===== config.mk =====
export PLATFORM = sky130hd
export DESIGN_NAME = inst_queue
export DESIGN_NICKNAME = d
export VERILOG_FILES = /design/src/rtl/inst_queue.sv
export SDC_FILE = /design/constraint.sdc
export NUM_CORES = 1
export LEC_CHECK = 0
export ABC_AREA = 1
export BUFFER_PORTS_ARGS = -buffer_cell sky130_fd_sc_hd__buf_2
export CAP_MARGIN = 20
export CORE_ASPECT_RATIO = 1.75
export CORE_UTILIZATION = 47
export CTS_BUF_LIST = sky130_fd_sc_hd__clkbuf_8
export DETAILED_ROUTE_END_ITERATION = 10
export GPL_TIMING_DRIVEN = 0
export PLACE_DENSITY_LB_ADDON = 0.12
export SYNTH_ARGS = -nofsm -noshare
export SYNTH_HDL_FRONTEND = slang
export SYNTH_SLANG_ARGS = --single-unit
export TNS_END_PERCENT = 5

===== constraint.sdc =====
create_clock -name clk -period 3.7 [get_ports clk]
set_input_delay 0.74 -clock clk [delete_from_list [all_inputs] [get_ports clk]]
set_output_delay 0.74 -clock clk [all_outputs]
set_load 0.01 [all_outputs]

===== src/rtl/inst_queue.sv =====
// Fetch-to-decode instruction queue: a DEPTH-entry circular buffer of {pc, inst}
// pairs with valid/ready handshakes on both ends and a single-cycle flush.
module inst_queue #(
    parameter int DEPTH = 4,
    parameter int CW    = 3
) (
    input  logic          clk,
    input  logic          clrn,
    input  logic          in_valid,
    input  logic [31:0]   in_pc,
    input  logic [31:0]   in_inst,
    output logic          in_ready,
    output logic          out_valid,
    output logic [31:0]   out_pc,
    output logic [31:0]   out_inst,
    input  logic          out_ready,
    input  logic          flush,
    output logic [CW-1:0] count
);

    localparam int AW = $clog2(DEPTH);

    logic [63:0]   mem_q [DEPTH];
    logic [AW-1:0] wp_q, wp_d;
    logic [AW-1:0] rp_q, rp_d;
    logic [CW-1:0] cnt_q, cnt_d;
    logic          push;
    logic          pop;
    logic [63:0]   head;

    // Handshake flags come only from registered occupancy, never from the other side's inputs.
    assign in_ready  = (cnt_q != CW'(DEPTH));
    assign out_valid = (cnt_q != '0);
    assign push      = in_valid & in_ready;
    assign pop       = out_valid & out_ready;
    assign count     = cnt_q;

    // A bubble must look like a NOP to decode, so the head is zeroed while empty.
    assign head     = out_valid ? mem_q[rp_q] : 64'h0;
    assign out_pc   = head[63:32];
    assign out_inst = head[31:0];

    always_comb begin
        wp_d  = wp_q;
        rp_d  = rp_q;
        cnt_d = cnt_q;
        if (flush) begin
            wp_d  = '0;
            rp_d  = '0;
            cnt_d = '0;
        end else begin
            if (push) begin
                wp_d = wp_q + AW'(1);
            end
            if (pop) begin
                rp_d = rp_q + AW'(1);
            end
            if (push && !pop) begin
                cnt_d = cnt_q + CW'(1);
            end else if (pop && !push) begin
                cnt_d = cnt_q - CW'(1);
            end
        end
    end

    always_ff @(posedge clk or negedge clrn) begin
        if (!clrn) begin
            wp_q  <= '0;
            rp_q  <= '0;
            cnt_q <= '0;
        end else begin
            wp_q  <= wp_d;
            rp_q  <= rp_d;
            cnt_q <= cnt_d;
        end
    end

    // Storage is deliberately left unreset; occupancy alone decides what is visible.
    always_ff @(posedge clk) begin
        if (push && !flush) begin
            mem_q[wp_q] <= {in_pc, in_inst};
        end
    end

endmodule


# ---- Word-level counts from Yosys, hierarchy flattened
# Memories as Yosys holds them, arrays and structs flattened.
# Index checks and enable logic that the tools add are counted.
# W data, S select, Z words.
dict set report word_totals {
  input_bits 69
  n_memories 1
  output_inout_bits 69
  elab_cells 31
  mem_bits_rw 256
  reg_bits 7
}
dict set report classes {
  muxes 10
  n_addsub 4
  n_reduce_logical 10
  bitwise_logic 2
  eq_ne 1
}
# name depth width read_ports rd_clocked_by_memory_dff write_ports line_no
set mem_list {}
lappend mem_list {mem_q 4 64 1 0 1 23} ;# logic [63:0] mem_q [DEPTH];
# operator n
set op_table {}
lappend op_table {{$mux W64} 1}
lappend op_table {{$mux W3} 3}
lappend op_table {{$mux W2} 4}
lappend op_table {{$reduce_bool A3 Y1} 2}
lappend op_table {{$add A2 B1 Y2 const B} 2}
lappend op_table {{$reduce_bool A2 Y1} 2}
lappend op_table {{$add A3 B1 Y3 const B} 1}
lappend op_table {{$logic_and A1 B1 Y1} 3}
lappend op_table {{$logic_not A1 Y1} 3}
lappend op_table {{$ne A3 B3 Y1 const B} 1}
lappend op_table {{$sub A3 B1 Y3 const B} 1}
lappend op_table {{$and A1 B1 Y1} 2}
lappend op_table {{$mux W1} 2}

# ---- Longest topological paths before layout
dict set report depth {
  depth_word 7
  mapped_depth 12
  ltp_nobuf 12
}

# ---- Worst setup path after synthesis
# Ideal clock, no wire load.
dict set report synth_timing {
  path_type {input -> register}
  startpoint {input port flush}
  endpoint {memory mem_q[0][0] (enable)}
  cell_stages 4
  setup_time_ns 0.486
  t_arrival_ns 3.883
  slack_ns -0.669
  path_buffers 1
  t_required_ns 3.214
  cell_sequence {inv_1 -> clkbuf_1 -> nand2_1 -> nor2_1}
}
dict set report synth_via {
  elab_chain_len 4
}
# element line_no
set synth_rtl {}
lappend synth_rtl {{start: declaration} 17} ;# input logic flush,
lappend synth_rtl {{$logic_not A1 Y1} 80} ;# if (push && !flush) begin
lappend synth_rtl {{$logic_and A1 B1 Y1} 80}
lappend synth_rtl {{$mux W1} 80}
lappend synth_rtl {{$mux W1 (implied by the code)} 81} ;# mem_q[wp_q] <= {in_pc, in_inst};
lappend synth_rtl {{end: declaration} 23}
# No other way between the ends.

# ---- Worst setup path after layout
dict set report layout_timing {
  startpoint {register rp_q[0]}
  endpoint {output port out_inst[30]}
}
dict set report layout_via {
  elab_chain_len 2
}
# element line_no
set layout_rtl {}
lappend layout_rtl {{start: declaration} 25} ;# logic [AW-1:0] rp_q, rp_d;
lappend layout_rtl {{start signal: assignment} 73} ;# rp_q <= rp_d;
lappend layout_rtl {{$mem_v2 Z4 W64} -}
lappend layout_rtl {{$mux W64} 39} ;# assign head = out_valid ? mem_q[rp_q] : 64'h0;
lappend layout_rtl {{end: declaration} 15} ;# output logic [31:0] out_inst,
# No other way between the ends.

==> results.json <==
{
  "grt_overflow": 0,
  "p_sw_frac": 0.316,
  "cts_sinks": 263,
  "synth_simple_gate_area_share": 0.105,
  "final_area_um2": 12300,
  "rsz0062_at_grt": "no",
  "vias_per_cell": 5.11,
  "sequential_area_share_after_synthesis": 0.759,
  "synth_fa_ha_area_frac": 0.00677,
  "power_frac_clock": 0.274,
  "final_cell_count_no_fill": 1324,
  "detail_route.first_pass.iterations": 5,
  "vias": 6760,
  "cellInternalPower_w": 0.00523,
  "floorplan.die_area_um2": 22700,
  "static-leakage-power_nw": 4.55,
  "critPathKind": "flip-flop to output port",
  "critPathTopFamily": "buffers and inverters",
  "path_depth": 6,
  "clock_path_buffers": 3,
  "timing.clock.skew_ns": 0.00908,
  "placedInstanceArea_um2": 11600,
  "drt_first_iter_violations": 423,
  "worst_case_hold_slack_ns": 0.0607,
  "worst-endpoint-required_ns": 2.96,
  "worst_path_maximum_fanout": 10,
  "number_of_global_route_vias_before_repair": 6804,
  "place_congestion": 0.731,
  "layout.cells.most_common": "sky130_fd_sc_hd__nor2_1",
  "floorplan.rows": 71,
  "timing_max_transition_violations_final": 0,
  "outcome": "complete, no violations",
  "p_comb_frac": 0.269,
  "max_slew.worst_pin.slew_ns": 0.688,
  "grt_usage": 0.212,
  "synth_top_family_by_area": "simple AND/OR/NAND/NOR gates",
  "wl_per_cell_um": 17.8,
  "preCtsSetupSlack_ns": 0.651,
  "clk_root_buffer_cell": "sky130_fd_sc_hd__clkbuf_8",
  "slew-limit-headroom": 0.540,
  "postSynthAreaPerCell_um2": 12.6,
  "timing.final.crit_period_ns": 3.02,
  "max_stage_delay_ns": 0.44,
  "drc": 0,
  "critical_path_arrival_ns": 2.28,
  "clock_tree_from_tritoncts": "built",
  "floorplan.core_area_um2": 21600,
  "peakVddDrop_uv": 341,
  "wirelength_mm": 23.6,
  "boundaryPins": 138,
  "synth.mux.area_fraction": 0,
  "io_buffer_count": 137,
  "numPlacedInstances": 1258,
  "grt_pass1_wl_mm": 36.0,
  "synthesis_warning_total": 0,
  "design.final.nets": 1080,
  "synth-compound-area-share": 0.0957,
  "final.setup.tns_ns": 0,
  "fin_crit_sh": 0.816,
  "synthesis.instances": 820,
  "share_seq_of_total_power": 0.457,
  "antenna_left": 0,
  "holdCritPathClass": "primary input to asynchronous set/reset pin",
  "grt_max_degree": 28,
  "synthToLayoutAreaGrowth_pct": 19.0,
  "cts-resized-gates": 0,
  "syn-num-nets": 894,
  "r2r_cells": 8,
  "crit_path_cell_trace": "inv_2 -> buf_4 -> clkbuf_1 -> o21ai_0 -> a21oi_1 -> buf_2",
  "postCtsHoldBufs": 0,
  "synthDistinctLibCells": 19,
  "commonest_cells_after_routing_fill_and_taps_aside": "sky130_fd_sc_hd__nor2_1, sky130_fd_sc_hd__edfxtp_1, sky130_fd_sc_hd__buf_2, sky130_fd_sc_hd__o21ai_0, sky130_fd_sc_hd__a21oi_1",
  "fmax_ghz": 0.331,
  "final-hold-violation-count": 0,
  "setup_viol": 0,
  "critical-path-slowest-cell": "sky130_fd_sc_hd__dfrtp_1",
  "post-cts-setup-buffers": 0,
  "final_layout_size_suffix_gt1_frac": 0.219,
  "critPathBufInv": 4,
  "cts_max_level": 2,
  "timing.max_cap.violations": 0,
  "cts_made_buffers": 38,
  "power.net_switching_w": 0.00242,
  "p_per_area_nw_per_um2": 621,
  "antenna_violations_before_repair": 3,
  "end_kind": "output port",
  "critPathLaunchType": "flip-flop",
  "clkLatencyLatePin_ns": 0.50,
  "die-width_um": 114,
  "clk_pin_slew_ns": 0.06,
  "dp_hpwl_mm": 15.2,
  "setup_slack_ns": 0.682,
  "initial_core_util": 0.480,
  "yosys.area_share.xor_xnor": 0.000846,
  "netlist_area_um2": 10400,
  "yosys_register_bits": 263,
  "fp.dieH_um": 198
}
==> sequential cells by signal (all words and copies together), names as in the netlist <==
register,count
rp_q,2
mem_q,256
wp_q,2
count,3
==> per-layer routing <==
metal	GRT usage	up-vias	part of all wire
met3	0.0447	44	0.054
met2	0.392	189	0.53
met4	0.0726	4	0.024
met5	0	-	0.00089
li1	-	3274	-
met1	0.240	3249	0.39
==> final timing paths <==
check | to | slack, ns | startpoint
worst min-delay path | count[1] | 0.06 | clrn
min in group clk | mem_q[1][50] | 0.44 | in_pc[18]
worst min register to register | count[1] | 0.63 | count[1]
worst max-delay path | out_inst[30] | 0.68 | rp_q[0]
worst max register to register | mem_q[0][20] | 1.20 | count[0]
max in group asynchronous | wp_q[0] | 3.47 | clrn
==> cells by family after synthesis <==
logic type	Yosys count
DFF	263
xor gates and xnor gates	1
buffers and inverters	66
adders and majority gates	5
and+or+nand+nor	287
AOI/OAI and AO/OA	198
==> Yosys cell counts <==
library cell | count | area share
sky130_fd_sc_hd__nand2_1 | 16 | 0.0058
sky130_fd_sc_hd__buf_4 | 14 | 0.010
sky130_fd_sc_hd__dfrtp_1 | 7 | 0.017
sky130_fd_sc_hd__nand4_1 | 3 | 0.0018
sky130_fd_sc_hd__nand3_1 | 5 | 0.0024
sky130_fd_sc_hd__buf_1 | 7 | 0.0025
sky130_fd_sc_hd__inv_2 | 2 | 0.00073
sky130_fd_sc_hd__edfxtp_1 | 256 | 0.74
sky130_fd_sc_hd__o21ai_0 | 127 | 0.061
sky130_fd_sc_hd__o21ai_1 | 4 | 0.0019
sky130_fd_sc_hd__a21oi_1 | 67 | 0.032
sky130_fd_sc_hd__nor2_1 | 263 | 0.095
sky130_fd_sc_hd__xnor2_1 | 1 | 0.00085
sky130_fd_sc_hd__fa_1 | 1 | 0.0019
sky130_fd_sc_hd__buf_6 | 2 | 0.0022
sky130_fd_sc_hd__buf_2 | 12 | 0.0058
sky130_fd_sc_hd__clkbuf_1 | 14 | 0.0051
sky130_fd_sc_hd__ha_1 | 4 | 0.0048
sky130_fd_sc_hd__inv_1 | 15 | 0.0054
==> metrics by stage <==
stage / utilization / power, W
after global placement: 0.528 / 0.00562
after CTS: 0.571 / 0.00774
after detailed placement: 0.539 / 0.00565
after global routing: 0.571 / 0.00807
after floorplan: - / 0.00475
final: 0.571 / 0.00765
==> power groups by stage <==
stage / registers (W) / logic, W / clock network, W
2_1_floorplan: 0.00356 / 0.00118 / 0
3_3_place_gp: 0.00358 / 0.00204 / 0
3_5_place_dp: 0.00356 / 0.00209 / 0
4_1_cts: 0.00349 / 0.00210 / 0.00214
5_1_grt: 0.00350 / 0.00229 / 0.00227
6_report: 0.00349 / 0.00206 / 0.00210
==> layout make-up <==
class                   count  area, um2
plain buffers              49        267
repair buffers            146        881
multi-input cells         491       2190
clock buffers              41        564
inverters                  17       63.8
clock inverters            24        121
well taps                 292        365
flip-flops and latches    263       7860
diodes                      1       2.50
fillers                  1831       9270
Power figures use the tool's default switching activity.
